<file path="src/rtl/pipeline_pkg.sv">
// Shared definitions for the pipeline hazard controller: forwarding-select
// encodings, the in-flight tracker slot record and the slot/forward helpers.
package pipeline_pkg;

    localparam int REG_AW_DEF = 5;

    typedef enum logic [1:0] {
        FWD_RF    = 2'b00,
        FWD_EXMEM = 2'b01,
        FWD_MEMWB = 2'b10
    } fwd_sel_e;

    typedef struct packed {
        logic                  valid;
        logic                  wb_en;
        logic                  mem_rd;
        logic [REG_AW_DEF-1:0] dest;
    } slot_t;

    // Register 0 is hardwired zero, so it never matches an in-flight writer.
    function automatic logic slot_match(input slot_t s,
                                        input logic [REG_AW_DEF-1:0] src,
                                        input logic rd_en);
        return s.valid & s.wb_en & (s.dest == src) & (src != '0) & rd_en;
    endfunction

    function automatic fwd_sel_e fwd_pick(input logic ex_hit,
                                          input logic mem_hit,
                                          input logic ex_is_load);
        if (ex_hit && !ex_is_load) return FWD_EXMEM;
        if (mem_hit)               return FWD_MEMWB;
        return FWD_RF;
    endfunction

endpackage

</file>
<file path="src/rtl/sat_counter.sv">
// Saturating up-counter with synchronous clear; clear wins over increment.
module sat_counter #(
    parameter int CNT_W = 16
) (
    input  logic             clk,
    input  logic             rst,
    input  logic             clr,
    input  logic             inc,
    output logic [CNT_W-1:0] count
);

    logic [CNT_W-1:0] count_q;
    logic [CNT_W-1:0] count_d;

    always_comb begin
        count_d = count_q;
        if (clr)
            count_d = '0;
        else if (inc && (count_q != '1))
            count_d = count_q + 1'b1;
    end

    always_ff @(posedge clk) begin
        if (rst)
            count_q <= '0;
        else
            count_q <= count_d;
    end

    assign count = count_q;

endmodule

</file>
<file path="src/rtl/hazard_scheduler.sv">
// Decode-side hazard controller: stall/bubble/flush decisions, registered
// forwarding selects aligned with EXE, and stall/flush performance counters.
module hazard_scheduler
    import pipeline_pkg::*;
#(
    parameter int REG_AW = REG_AW_DEF,
    parameter int CNT_W  = 16
) (
    input  logic              clk,
    input  logic              rst,
    input  logic              id_valid,
    input  logic [REG_AW-1:0] id_src1,
    input  logic [REG_AW-1:0] id_src2,
    input  logic              id_use_src1,
    input  logic              id_use_src2,
    input  logic              id_wb_en,
    input  logic              id_mem_rd,
    input  logic [REG_AW-1:0] id_dest,
    input  logic              exe_br_taken,
    input  logic              fwd_en,
    input  logic              cnt_clr,
    output logic              stall,
    output logic              bubble,
    output logic              flush,
    output logic [1:0]        fwd_sel_a,
    output logic [1:0]        fwd_sel_b,
    output logic [CNT_W-1:0]  stall_cnt,
    output logic [CNT_W-1:0]  flush_cnt
);

    slot_t    ex_q, ex_d, mem_q, mem_d;
    fwd_sel_e sel_a_q, sel_a_d, sel_b_q, sel_b_d;
    logic     a_ex, a_mem, b_ex, b_mem, hazard;

    always_comb begin
        a_ex  = slot_match(ex_q,  id_src1, id_use_src1);
        a_mem = slot_match(mem_q, id_src1, id_use_src1);
        b_ex  = slot_match(ex_q,  id_src2, id_use_src2);
        b_mem = slot_match(mem_q, id_src2, id_use_src2);

        // With forwarding only a load still in EXE cannot be bypassed in time.
        if (fwd_en)
            hazard = id_valid & (a_ex | b_ex) & ex_q.mem_rd;
        else
            hazard = id_valid & (a_ex | a_mem | b_ex | b_mem);

        flush  = exe_br_taken;
        stall  = ~exe_br_taken & hazard;
        bubble = exe_br_taken | hazard | ~id_valid;

        ex_d = '0;
        if (!bubble) begin
            ex_d.valid  = 1'b1;
            ex_d.wb_en  = id_wb_en;
            ex_d.mem_rd = id_mem_rd;
            ex_d.dest   = id_dest;
        end
        mem_d = ex_q;

        sel_a_d = FWD_RF;
        sel_b_d = FWD_RF;
        if (!bubble && fwd_en) begin
            sel_a_d = fwd_pick(a_ex, a_mem, ex_q.mem_rd);
            sel_b_d = fwd_pick(b_ex, b_mem, ex_q.mem_rd);
        end
    end

    always_ff @(posedge clk) begin
        if (rst) begin
            ex_q    <= '0;
            mem_q   <= '0;
            sel_a_q <= FWD_RF;
            sel_b_q <= FWD_RF;
        end else begin
            ex_q    <= ex_d;
            mem_q   <= mem_d;
            sel_a_q <= sel_a_d;
            sel_b_q <= sel_b_d;
        end
    end

    assign fwd_sel_a = sel_a_q;
    assign fwd_sel_b = sel_b_q;

    sat_counter #(.CNT_W(CNT_W)) u_stall_cnt (
        .clk   (clk),
        .rst   (rst),
        .clr   (cnt_clr),
        .inc   (stall),
        .count (stall_cnt)
    );

    sat_counter #(.CNT_W(CNT_W)) u_flush_cnt (
        .clk   (clk),
        .rst   (rst),
        .clr   (cnt_clr),
        .inc   (flush),
        .count (flush_cnt)
    );

endmodule
</file>
<file path="config.mk">
export PLATFORM = sky130hd
export DESIGN_NAME = hazard_scheduler
export DESIGN_NICKNAME = d
export VERILOG_FILES = /design/src/rtl/pipeline_pkg.sv /design/src/rtl/sat_counter.sv /design/src/rtl/hazard_scheduler.sv
export SDC_FILE = /design/constraint.sdc
export NUM_CORES = 1
export LEC_CHECK = 0
export ABC_AREA = 0
export BUFFER_PORTS_ARGS = -buffer_cell sky130_fd_sc_hd__buf_2
export CORE_ASPECT_RATIO = 0.9
export CORE_MARGIN = 1.5
export CORE_UTILIZATION = 45
export CTS_CLUSTER_SIZE = 30
export DETAILED_ROUTE_END_ITERATION = 12
export PLACE_DENSITY = 0.68
export SYNTH_ARGS = -nofsm -noshare
export SYNTH_HDL_FRONTEND = slang
export SYNTH_HIERARCHICAL = 1
export SYNTH_SLANG_ARGS = --single-unit
</file>
<file path="constraint.sdc">
create_clock -name clk -period 5.37 [get_ports clk]
set_clock_uncertainty 0.15 [all_clocks]
set_input_delay 0.2685 -clock clk [delete_from_list [all_inputs] [get_ports clk]]
set_output_delay 0.2685 -clock clk [all_outputs]
set_load 0.01 [all_outputs]
</file>
=== Word-level counts from Yosys, hierarchy flattened ===
Cells that the tools add are included.

* Word-level logic and storage cells: 78
* Register bits after elaboration: 51
* Input port bits: 25
* Output and inout port bits: 39

* Reduce and logical (&&, ||, !) cells: 12
* Equality and inequality tests: 6
* Mux-type cells: 20
* Add/sub/neg operators: 2
* Bitwise operators: 27

{| class="wikitable"
|+ Operators by type and width
! cell !! count
|-
| adder 16 x 1 -> 16 bit (second input constant) || 2
|-
| != test 16 bit (second input constant) || 2
|-
| equality test 5 bit || 4
|-
| AND 1 bit || 18
|-
| two-way mux 2 bit || 8
|-
| two-way mux 1 bit || 11
|-
| nonzero test 5 bit || 2
|-
| two-way mux 8 bit || 1
|-
| bitwise OR 1 bit || 6
|-
| OR reduction 2 bit || 3
|-
| logical AND 1 bit || 5
|-
| inverter 1 bit || 3
|-
| logical NOT 1 bit || 2
|}

=== Logic depth before layout (Yosys ltp) ===
* Depth in word-level cells: 18
* Mapped depth: 10

=== Cells and area by module ===
Netlist, hierarchy kept.

{| class="wikitable"
|+ Modules (own cells, without submodules)
! module !! sequential area each (um2) !! area an instance (um2) !! instances !! cells an instance
|-
| sat_counter || 320.3 || 917.1 || 2 || 102
|-
| hazard_scheduler || 380.4 || 943.4 || 1 || 101
|}

=== Least setup slack after synthesis ===
No wires, ideal clock.

* Path type: register -> register
* Start: reg mem_q[2] (netlist bit)
* End: reg u_stall_cnt.count_q[12] (netlist: u_stall_cnt/count[12])
* Required time: 5129 ps
* Stages on the path, launching flop included: 11
* Arrival time: 2738 ps
* Period minus slack after synthesis: 2979 ps
* Buffers on the path: 1
* Library setup time: 91 ps
* Setup slack: 2391 ps
* Cells stage by stage: dfxtp_1 -> xnor2_1 -> nand4_1 -> or4_1 -> and4bb_1 -> a211oi_1 -> and4_4 -> and3_1 -> buf_4 -> a31oi_1 -> a311oi_1

* Longest elaborated chain between the ends: 11
* Elaborated cells on any way between the ends: 15
* Those cells by class: eq/ne (2); mux (1); bitwise (11); reduce/logical (1)

{| class="wikitable"
|+ RTL lines
! what !! RTL line !! RTL
|-
| from (decl) || hazard_scheduler.sv:31 || <nowiki>slot_t ex_q, ex_d, mem_q, mem_d;</nowiki>
|-
| from (signal assigned) || hazard_scheduler.sv:76 || <nowiki>mem_q <= mem_d;</nowiki>
|-
| equality test 5 bit || pipeline_pkg.sv:24 || <nowiki>return s.valid & s.wb_en & (s.dest == src) & (src != '0) & rd_en;</nowiki>
|-
| AND 1 bit (3 in a row) || pipeline_pkg.sv:24 ||
|-
| bitwise OR 1 bit (2 in a row) || hazard_scheduler.sv:45 || <nowiki>hazard = id_valid & (a_ex | a_mem | b_ex | b_mem);</nowiki>
|-
| bitwise OR 1 bit (*) || hazard_scheduler.sv:45 ||
|-
| AND 1 bit (*) || hazard_scheduler.sv:45 ||
|-
| two-way mux 1 bit (*) || hazard_scheduler.sv:42 || <nowiki>if (fwd_en)</nowiki>
|-
| AND 1 bit (*) || hazard_scheduler.sv:48 || <nowiki>stall = ~exe_br_taken & hazard;</nowiki>
|-
| via stall || hazard_scheduler.sv:22 || <nowiki>output logic stall,</nowiki>
|-
| logical AND 1 bit (*) || sat_counter.sv:19 || <nowiki>else if (inc && (count_q != '1))</nowiki>
|-
| to (signal assigned) || sat_counter.sv:27 || <nowiki>count_q <= count_d;</nowiki>
|-
| to (decl) || sat_counter.sv:12 || <nowiki>logic [CNT_W-1:0] count_q;</nowiki>
|}

The timed path passes the listed nets; every way through them passes the cells marked *.
A chain may end at the register's enable or synchronous reset.

=== Worst setup path in the final report ===
* Start: reg mem_q[3] (netlist bit)
* End: reg u_stall_cnt.count_q[15] (netlist: u_stall_cnt/count[15])

* Longest elaborated chain between the ends: 11
* Elaborated cells on any way between the ends: 15
* Those cells by class: eq/ne (2); mux (1); bitwise (11); reduce/logical (1)

{| class="wikitable"
|+ RTL lines
! what !! RTL line
|-
| equality test 5 bit || pipeline_pkg.sv:24
|-
| AND 1 bit (3 in a row) || pipeline_pkg.sv:24
|-
| bitwise OR 1 bit (2 in a row) || hazard_scheduler.sv:45
|-
| bitwise OR 1 bit (*) || hazard_scheduler.sv:45
|-
| AND 1 bit (*) || hazard_scheduler.sv:45
|-
| two-way mux 1 bit (*) || hazard_scheduler.sv:42
|-
| AND 1 bit (*) || hazard_scheduler.sv:48
|-
| logical AND 1 bit (*) || sat_counter.sv:19
|}

Mark *: on every way between the ends. The rest lies on a longest branch, timed or not.

==> qor.yml <==
status: "finished clean"
synth_compound_area_share_pct: 17.79
firstDrtPassIters: 4
layout.cells.non_filler: 433
fmax_ghz: 0.3212
final_nets: 389
critical_path_peak_fanout: 6
clockRootBuffer: "clkbuf_8"
portBuffers: 63
drcViolationCount: 0
areaGrowthSynthToFinish_pct: 15.09
cts_resized: 0
synth_simple_gate_area_share_pct: 30.00
tns_ps: 0
grt_use_total_pct: 19.26
cts_max_level: 2
globalplace.congestion: 0.8404
postCtsSetupBuffers: 0
synth_area_leader_cell: "dfxtp_1"
final_hold_viol_count: 0
drive_gt1_share_pct: 27.55
start_kind: "flop"
ys_top_cells_by_count: "dfxtp_1 (51), nand2_1 (42), xnor2_1 (18)"
slew_headroom_pct: 47.24
synth_area_leaders: "dfxtp_1 (37%), nand2_1 (5.7%), xnor2_1 (5.7%)"
yosys.area_share.adder_pct: 0.9009
peakVddDrop_mv: 0.1149
worstPathArrival_ps: 3200
postCtsHoldBufs: 0
fin_crit_sh_pct: 57.98
worstMarginPinSlew_ps: 788.5
slew_violations: 0
critPathKind: "flop to flop"
synth_top_family_by_area: "simple AND/OR/NAND/NOR gates"
placeableCoreArea_mm2: 0.005823
grt.overflow.total: 0
crit_required_ps: 5450
fin_util_pct: 54.90
hp-class: "input port to flop"
fill_cells: 537
final_antenna_net_count: 0
avgRoutedWirePerCell_um: 14.37
drv_cap: 0
grt_pass1_vias: 2230
synthesis.area_mm2: 0.002778
fp.dieH_um: 77.54
grt_max_degree: 23
clock-sinks: 51
rsz0062_at_grt: "false"
ys_ff_latch: 51
antenna_found_initial: 0
synth.distinct_cells: 54
final-setup-viol-count: 0
synth-main-ff-cell: "dfxtp_1"
drt_iter0_markers: 89
synth_top_cell_area_share_pct: 36.76
die-area_mm2: 0.006654
fp.dieW_um: 85.82
leakagePower_nw: 1.241
grt_pass1_wl_um: 10460
routed_wl_um: 6223
muxShareOfSynthArea_pct: 4.324
placed_cells: 425
numCtsBuffers: 5
cts_tree: "yes"
synth_xor_area_share_pct: 6.306
synth_nets: 332
endpoint_kind: "flop"
synth-edff-count: 0
pre_cts_ws_ps: 2242
clockBufferDepth: 2
power_density_mw_per_mm2: 222.8
clock_latency_ps: 300
syn_avg_cell_area_um2: 9.107
io_pins: 64
routed_via_density: 5.693
seq_area_frac_synth_pct: 36.76
yosysMostFrequentCell: "dfxtp_1"
rows: 26
initial_utilization_pct: 47.70
setup_slack_ps: 2257
async_flop_share_pct: 0
finalCriticalPeriod_ps: 3113
num_antenna_cells: 0
hold_slack_ps: 87.30
clk_pin_slew_ps: 90
vias: 2465
netlist_instances: 305
place.detailed.hpwl_um: 4712
ys_warn_count: 6
-- routing by layer --
layer / track usage (%) / wire length, µm / vias to the layer above
li1: - / - / 1253
met1: 28.15 / 3197 / 1138
met4: 6.774 / 118 / 0
met2: 27.80 / 2590 / 64
met3: 4.043 / 316 / 10
met5: 0 / 0 / -
-- cell type report --
cell class	count	area [µm²]	area share, %
clock buffers	6	82.58	2.583
well taps	70	87.58	2.740
repair buffers	63	315.3	9.863
multi-input cells	239	1648	51.55
clock inverters	2	35.03	1.096
inverters	2	7.507	0.2348
flip-flops and latches	51	1021	31.94
-- cell usage in the layout, fill, tap and decap left out, drive strengths merged, types with 8 or more instances in the layout --
master / instances
and3: 12
a21oi: 12
or3: 14
nor3: 8
nand2: 42
and2: 9
o21ai: 15
buf: 63
nand4: 12
mux2i: 12
a211oi: 9
a31oi: 8
dfxtp: 51
xnor2: 18
nand3: 12
-- logic make-up after synthesis --
| logic type | after synthesis |
|---|---|
| simple gates | 135 |
| buf+inv | 15 |
| flops | 51 |
| xor+xnor | 20 |
| mux | 12 |
| compound gates | 70 |
| fa+ha+maj | 2 |
-- critical path, stage by stage (launching register included) --
cell	delay, ps
dfxtp_1	380
xnor2_1	130
nand4_1	100
or4_1	540
and4bb_1	230
a211oi_1	530
and3_1	260
nand3_1	200
a211oi_1	320
mux2i_1	210
-- final timing paths --
check             start                     to  slack (ps)  cells past startpoint
min          id_dest[2]                ex_q[2]          90                      3
max reg2reg    mem_q[3]  u_stall_cnt/count[15]        2260                      9
max            mem_q[3]  u_stall_cnt/count[15]        2260                      9
min reg2reg     ex_q[7]               mem_q[7]         340                      1
-- report_power, final --
part / internal [mW] / switching (mW)
registers: 0.383 / 0.00433
logic: 0.0235 / 0.0275
clock network: 0.151 / 0.124
-- state kept, by name, indices dropped and copies added, names as in the netlist --
register           flops
mem_q                  7
u_flush_cnt/count     16
fwd_sel_b              2
u_stall_cnt/count     16
fwd_sel_a              2
ex_q                   8
-- through the flow --
step	power (mW)	area [µm²]
detailed placement	0.4465	3079
CTS	0.7194	3197
global route	0.7464	3197
finish	0.7124	3197
global placement	0.4461	3079
floorplan	0.4238	2778
Note: power is estimated with default switching activity, not from simulation.
